## src/rtl/gpio_pkg.sv

```systemverilog
// Shared constants for the GPIO alternate-function blocks.
// Holds the BAM sequencer register map, the bit positions and the FSM encoding.
package gpio_pkg;

    localparam logic [1:0] ADDR_CTRL   = 2'd0;
    localparam logic [1:0] ADDR_DUTY   = 2'd1;
    localparam logic [1:0] ADDR_PRESC  = 2'd2;
    localparam logic [1:0] ADDR_STATUS = 2'd3;

    localparam int CTRL_ENABLE     = 0;
    localparam int CTRL_ALT_EN     = 1;
    localparam int STAT_BUSY       = 0;
    localparam int STAT_FRAME_DONE = 1;

    typedef enum logic {
        IDLE = 1'b0,
        RUN  = 1'b1
    } state_t;

endpackage

```

## src/rtl/bam_ctrl_if.sv

```systemverilog
// Register bus between the MIPS data path and the BAM sequencer.
interface bam_ctrl_if;
    logic [1:0]  i_addr;
    logic [31:0] i_wdata;
    logic        i_we;
    logic [31:0] o_rdata;

    modport master (output i_addr, output i_wdata, output i_we, input o_rdata);
    modport slave  (input i_addr, input i_wdata, input i_we, output o_rdata);
endinterface

```

## src/rtl/bam_timebase.sv

```systemverilog
// BAM slot timebase: prescaler count, tick within the current slot, and slot index.
// frame_end flags the clock whose edge closes slot WIDTH-1.
module bam_timebase #(
    parameter int WIDTH   = 8,
    parameter int PRESC_W = 16,
    localparam int SLOT_W = $clog2(WIDTH),
    localparam int TW     = WIDTH - 1
) (
    input  logic               i_clk,
    input  logic               i_arst_n,
    input  logic               clr,
    input  logic               adv,
    input  logic [PRESC_W-1:0] presc,
    output logic [SLOT_W-1:0]  slot,
    output logic               frame_end
);

    logic [PRESC_W-1:0] pcnt;
    logic [TW-1:0]      tick;
    logic [TW-1:0]      tick_max;
    logic               pcnt_last;
    logic               tick_last;
    logic               slot_last;

    // For the last slot the shift overflows to 0 and the subtraction wraps
    // to all ones, which is exactly 2^(WIDTH-1)-1.
    assign tick_max  = (TW'(1) << slot) - TW'(1);
    assign pcnt_last = (pcnt == presc);
    assign tick_last = (tick == tick_max);
    assign slot_last = (slot == SLOT_W'(WIDTH - 1));
    assign frame_end = adv & pcnt_last & tick_last & slot_last;

    always_ff @(posedge i_clk or negedge i_arst_n) begin
        if (!i_arst_n) begin
            pcnt <= '0;
            tick <= '0;
            slot <= '0;
        end else if (clr) begin
            pcnt <= '0;
            tick <= '0;
            slot <= '0;
        end else if (adv) begin
            if (!pcnt_last) begin
                pcnt <= pcnt + PRESC_W'(1);
            end else begin
                pcnt <= '0;
                if (!tick_last) begin
                    tick <= tick + TW'(1);
                end else begin
                    tick <= '0;
                    slot <= slot_last ? '0 : slot + SLOT_W'(1);
                end
            end
        end
    end

endmodule

```

## src/rtl/bam_ctrl.sv

```systemverilog
// Bit-angle-modulation sequencer driving the GPIO alternate-output path.
// Duty and prescaler are shadowed and only change at frame boundaries.
module bam_ctrl
    import gpio_pkg::*;
#(
    parameter int WIDTH   = 8,
    parameter int PRESC_W = 16
) (
    input  logic        i_clk,
    input  logic        i_arst_n,
    bam_ctrl_if.slave   bus,
    output logic        o_alt,
    output logic        o_alt_in,
    output logic        o_frame
);

    localparam int SLOT_W = $clog2(WIDTH);

    logic [1:0]         ctrl;
    logic [WIDTH-1:0]   duty;
    logic [PRESC_W-1:0] presc;
    logic               frame_done;
    logic [WIDTH-1:0]   duty_sh;
    logic [PRESC_W-1:0] presc_sh;
    state_t             state;
    logic [SLOT_W-1:0]  slot;
    logic               frame_end;
    logic               enable;
    logic               unused_wdata;

    assign enable       = ctrl[CTRL_ENABLE];
    assign unused_wdata = ^bus.i_wdata;

    bam_timebase #(.WIDTH(WIDTH), .PRESC_W(PRESC_W)) u_timebase (
        .i_clk     (i_clk),
        .i_arst_n  (i_arst_n),
        .clr       ((state == IDLE) && enable),
        .adv       ((state == RUN) && enable),
        .presc     (presc_sh),
        .slot      (slot),
        .frame_end (frame_end)
    );

    always_ff @(posedge i_clk or negedge i_arst_n) begin
        if (!i_arst_n) begin
            ctrl       <= '0;
            duty       <= '0;
            presc      <= '0;
            frame_done <= 1'b0;
        end else begin
            if (bus.i_we && bus.i_addr == ADDR_CTRL)  ctrl  <= bus.i_wdata[1:0];
            if (bus.i_we && bus.i_addr == ADDR_DUTY)  duty  <= bus.i_wdata[WIDTH-1:0];
            if (bus.i_we && bus.i_addr == ADDR_PRESC) presc <= bus.i_wdata[PRESC_W-1:0];
            // A frame completing on the same edge as a W1C keeps the flag set.
            if (frame_end)
                frame_done <= 1'b1;
            else if (bus.i_we && bus.i_addr == ADDR_STATUS && bus.i_wdata[STAT_FRAME_DONE])
                frame_done <= 1'b0;
        end
    end

    always_ff @(posedge i_clk or negedge i_arst_n) begin
        if (!i_arst_n) begin
            state    <= IDLE;
            duty_sh  <= '0;
            presc_sh <= '0;
        end else begin
            case (state)
                IDLE: begin
                    if (enable) begin
                        duty_sh  <= duty;
                        presc_sh <= presc;
                        state    <= RUN;
                    end
                end
                RUN: begin
                    if (!enable) begin
                        state <= IDLE;
                    end else if (frame_end) begin
                        duty_sh  <= duty;
                        presc_sh <= presc;
                    end
                end
                default: state <= IDLE;
            endcase
        end
    end

    assign o_alt    = ctrl[CTRL_ALT_EN];
    assign o_alt_in = (state == RUN) && duty_sh[slot];
    assign o_frame  = frame_end;

    always_comb begin
        bus.o_rdata = '0;
        case (bus.i_addr)
            ADDR_CTRL:   bus.o_rdata[1:0]         = ctrl;
            ADDR_DUTY:   bus.o_rdata[WIDTH-1:0]   = duty;
            ADDR_PRESC:  bus.o_rdata[PRESC_W-1:0] = presc;
            ADDR_STATUS: begin
                bus.o_rdata[STAT_BUSY]       = (state == RUN);
                bus.o_rdata[STAT_FRAME_DONE] = frame_done;
            end
            default: bus.o_rdata = '0;
        endcase
    end

endmodule

```

## src/flat_wrapper.sv

```systemverilog
// flat-port wrapper written by rule: the top's interface ports become plain ports
module bam_ctrl_flat import gpio_pkg::*;
#(
    parameter int WIDTH   = 8,
    parameter int PRESC_W = 16
)
  (i_clk, i_arst_n, o_alt, o_alt_in, o_frame, bus_i_addr, bus_i_wdata, bus_i_we, bus_o_rdata);
  bam_ctrl_if bus_i ();
  input  logic i_clk;
  input  logic i_arst_n;
  output logic o_alt;
  output logic o_alt_in;
  output logic o_frame;
  input wire logic [$bits(bus_i.i_addr)-1:0] bus_i_addr;
  input wire logic [$bits(bus_i.i_wdata)-1:0] bus_i_wdata;
  input wire logic [$bits(bus_i.i_we)-1:0] bus_i_we;
  output wire logic [$bits(bus_i.o_rdata)-1:0] bus_o_rdata;
  assign bus_i.i_addr = bus_i_addr;
  assign bus_i.i_wdata = bus_i_wdata;
  assign bus_i.i_we = bus_i_we;
  assign bus_o_rdata = bus_i.o_rdata;
  bam_ctrl #(.WIDTH(WIDTH), .PRESC_W(PRESC_W)) u_core (.i_clk(i_clk), .i_arst_n(i_arst_n), .bus(bus_i), .o_alt(o_alt), .o_alt_in(o_alt_in), .o_frame(o_frame));
endmodule
```

## config.mk

```make
export PLATFORM = sky130hd
export DESIGN_NAME = bam_ctrl_flat
export DESIGN_NICKNAME = d
export VERILOG_FILES = /design/src/rtl/gpio_pkg.sv /design/src/rtl/bam_ctrl_if.sv /design/src/rtl/bam_timebase.sv /design/src/rtl/bam_ctrl.sv /design/src/flat_wrapper.sv
export SDC_FILE = /design/constraint.sdc
export NUM_CORES = 1
export LEC_CHECK = 0
export CORE_UTILIZATION = 55
export CTS_BUF_LIST = sky130_fd_sc_hd__clkbuf_8
export DETAILED_ROUTE_END_ITERATION = 10
export PLACE_DENSITY = 0.8
export REMOVE_ABC_BUFFERS = 1
export SYNTH_ARGS = -nofsm -noshare
export SYNTH_HDL_FRONTEND = slang
export SYNTH_SLANG_ARGS = --single-unit
```

## constraint.sdc

```tcl
create_clock -name i_clk -period 4.59 [get_ports i_clk]
set_input_delay 0.459 -clock i_clk [delete_from_list [all_inputs] [get_ports i_clk]]
set_output_delay 0.459 -clock i_clk [all_outputs]
set_load 0.02 [all_outputs]
```

==> metrics.yaml <==
fin_nets: 460
rsz0062_at_grt: "no"
synth-seq-cells: 78
netlist_area_sq_um: 4270
grt-ovfl-total: 0
clkTransAtPathRegs_ns: 0.08
num-fill-cells: 582
cts_buffers: 9
post-cts-setup-buffers: 0
worst_pin_slew_ns: 0.951
pwr-share-seq: 0.413
root_buffer: "clkbuf_8"
synth_edf_count: 0
layout-drive-gt1-share: 0.174
postCtsHoldBufs: 0
p_comb_frac: 0.373
crit_required_ns: 4.13
max-cap-violations: 0
syn_avg_cell_area_sq_um: 11.5
clock_path_buffers: 2
fin_crit_ns: 4.22
cts_tree: "built"
power_density_nw_per_um2: 505
setup_tns_ns: 0
viasPerCell: 5.68
yosysMostFrequentCell: "dfrtp_1"
ys_warn_count: 0
ys_seq_area_frac: 0.457
ys.flop_type: "dfrtp_1"
synth.area.top_cells: "dfrtp_1 (46%), mux2_4 (7.0%), mux2_2 (6.9%)"
worstSkewPairLatency_ns: 0.36
slew_viol_final: 0
min_period_over_period: 0.919
core_sq_um: 7370
synth_top_area_share: 0.457
relSlewSlack: 0.366
drt_first_pass_iters: 4
async_flop_share: 1.00
final_util: 0.658
grt_max_degree: 79
yosysTopAreaCell: "dfrtp_1"
portBuffers: 39
grt_pass1_vias: 2919
start_util: 0.580
grt_use_total: 0.228
post-place-ws_ns: 0.759
dieWidth_microns: 90.1
status: "completed"
syn_to_final_growth_pct: 13.5
yosys-top-cells-count: "dfrtp_1 (78), xnor2_1 (27), mux2_2 (26)"
end_kind: "output pin"
grt_pass1_wl_mm: 14.5
timing.fmax_mhz: 237
rows: 31
min_path_type: "input port to asynchronous set/reset pin"
clockPowerShare: 0.214
switching_power_w: 0.000859
vdd_drop_max_v: 0.000305
power_leakage_nw: 2.13
setup_viol: 0
wl_per_cell_microns: 16.6
arrival_ns: 3.76
via_count: 2912
routabilityCongestion: 0.793
critical_path_class: "flip-flop to output pin"
netlist_instances: 371
drtIter0Drc: 162
intPower_w: 0.00159
cts_num_sinks: 78
startpoint_type: "flip-flop"
crit_fanout: 7
synth.distinct_cells: 50
grt_antenna_before_repair: 0
cts-resized-gates: 0
die-area_sq_um: 8130
fin_worst_skew_ns: 0.0123
drc: 0
dp_hpwl_mm: 5.85
setup_ws_ns: 0.373
swShare: 0.351
io_pins: 72
num_antenna_cells: 0
finalHoldViolCount: 0
final_antenna_net_count: 0
ctsHtreeMaxLevel: 3
die_h_microns: 90.1
totalWireLength_mm: 8.52
sequential cells by signal, indices dropped and copies added, names as in the netlist, 2 cells and up:
name and cells:
u_core.duty 8, u_core.u_timebase.tick 7, u_core.u_timebase.slot 3, u_core.presc_sh 16
u_core.presc 16, u_core.duty_sh 8, u_core.u_timebase.pcnt 16, u_core.ctrl 2
through the flow:
step	hold WS [ns]	cells	total power, W	cell area (sq um)
after detailed placement	0.481	497	0.00194	4650
after global routing	0.320	513	0.00260	4850
final	0.248	513	0.00245	4850
after floorplan	0.163	356	0.00167	4120
after global placement	0.472	497	0.00189	4650
after CTS	0.271	513	0.00246	4850
power by group through the flow:
stage,combinational [W],clock (W),sequential (W)
2_1_floorplan,0.000702,0,0.000971
3_3_place_gp,0.000882,0,0.00101
3_5_place_dp,0.000913,0,0.00102
4_1_cts,0.000919,0.000535,0.00101
5_1_grt,0.00101,0.000566,0.00103
6_report,0.000913,0.000525,0.00101
worst max-delay path: stages (launching register included):
cell and delay [ns]:
dfrtp_1 0.52, inv_1 0.13, ha_1 0.29, nand2_1 0.13
ha_1 0.23, nand2b_4 0.08, o311a_1 0.30, a21oi_2 0.13
xnor2_1 0.10, or4_4 0.58, nor2_1 0.26, clkdlybuf4s50_1 0.65
area by class of cell:
class / count / area [sq um] / share of cell area
sequential: 78 / 1950 / 0.402
tap: 99 / 124 / 0.0255
clock inverter: 7 / 73.8 / 0.0152
clock buffer: 9 / 124 / 0.0255
inverter: 9 / 33.8 / 0.00697
timing repair buffer: 42 / 410 / 0.0846
multi-input combinational: 269 / 2130 / 0.440
layout by cell type, fill, tap and decap left out, types with 3 or more instances in the layout:
master,n
nor2_1,18
nand4_1,7
buf_4,4
and4_1,4
nand2b_1,3
nand3_1,13
clkbuf_8,9
o41ai_1,4
conb_1,16
a22oi_1,6
mux2_2,26
clkinvlp_4,3
dfrtp_1,78
xor2_1,11
nor3_1,4
a21oi_1,7
inv_1,10
mux2_1,4
mux2_4,20
and3_1,3
o21ai_0,7
xnor2_1,27
mux2i_1,3
clkdlybuf4s50_1,38
ha_1,14
nor2b_1,8
nand2_1,25
and2_1,9
worst paths after layout:
path	from	to	slack [ns]	cells past startpoint
setup reg to reg	u_core.u_timebase.slot[0]	u_core.duty_sh[0]	1.14	12
hold reg to reg	u_core.duty_sh[1]	u_core.duty_sh[1]	0.50	1
max in group asynchronous	i_arst_n	u_core.duty[1]	3.73	1
setup / recovery	u_core.u_timebase.slot[0]	o_frame	0.37	11
hold / removal	i_arst_n	u_core.u_timebase.tick[5]	0.25	1
min in group i_clk	u_core.duty_sh[1]	u_core.duty_sh[1]	0.50	1
cells by family (layout without fill, tap and decap cells):
logic type,after synthesis,after routing,share of synthesized area
buffers and inverters,39,67,0.0574
xor gates and xnor gates,38,38,0.0779
and+or+nand+nor,103,103,0.127
adders and majority gates,14,14,0.0410
other,1,16,0.000878
muxes,55,55,0.167
AOI/OAI and AO/OA,43,43,0.0720
DFF,78,78,0.457
per-layer routing:
metal,vias up,wire length [microns],GRT usage
met1,1465,3720,0.301
met4,0,157,0.0726
met3,13,339,0.0618
li1,1356,-,-
met2,78,4300,0.367
met5,-,0,0
Note: power is estimated with default switching activity, not from simulation.
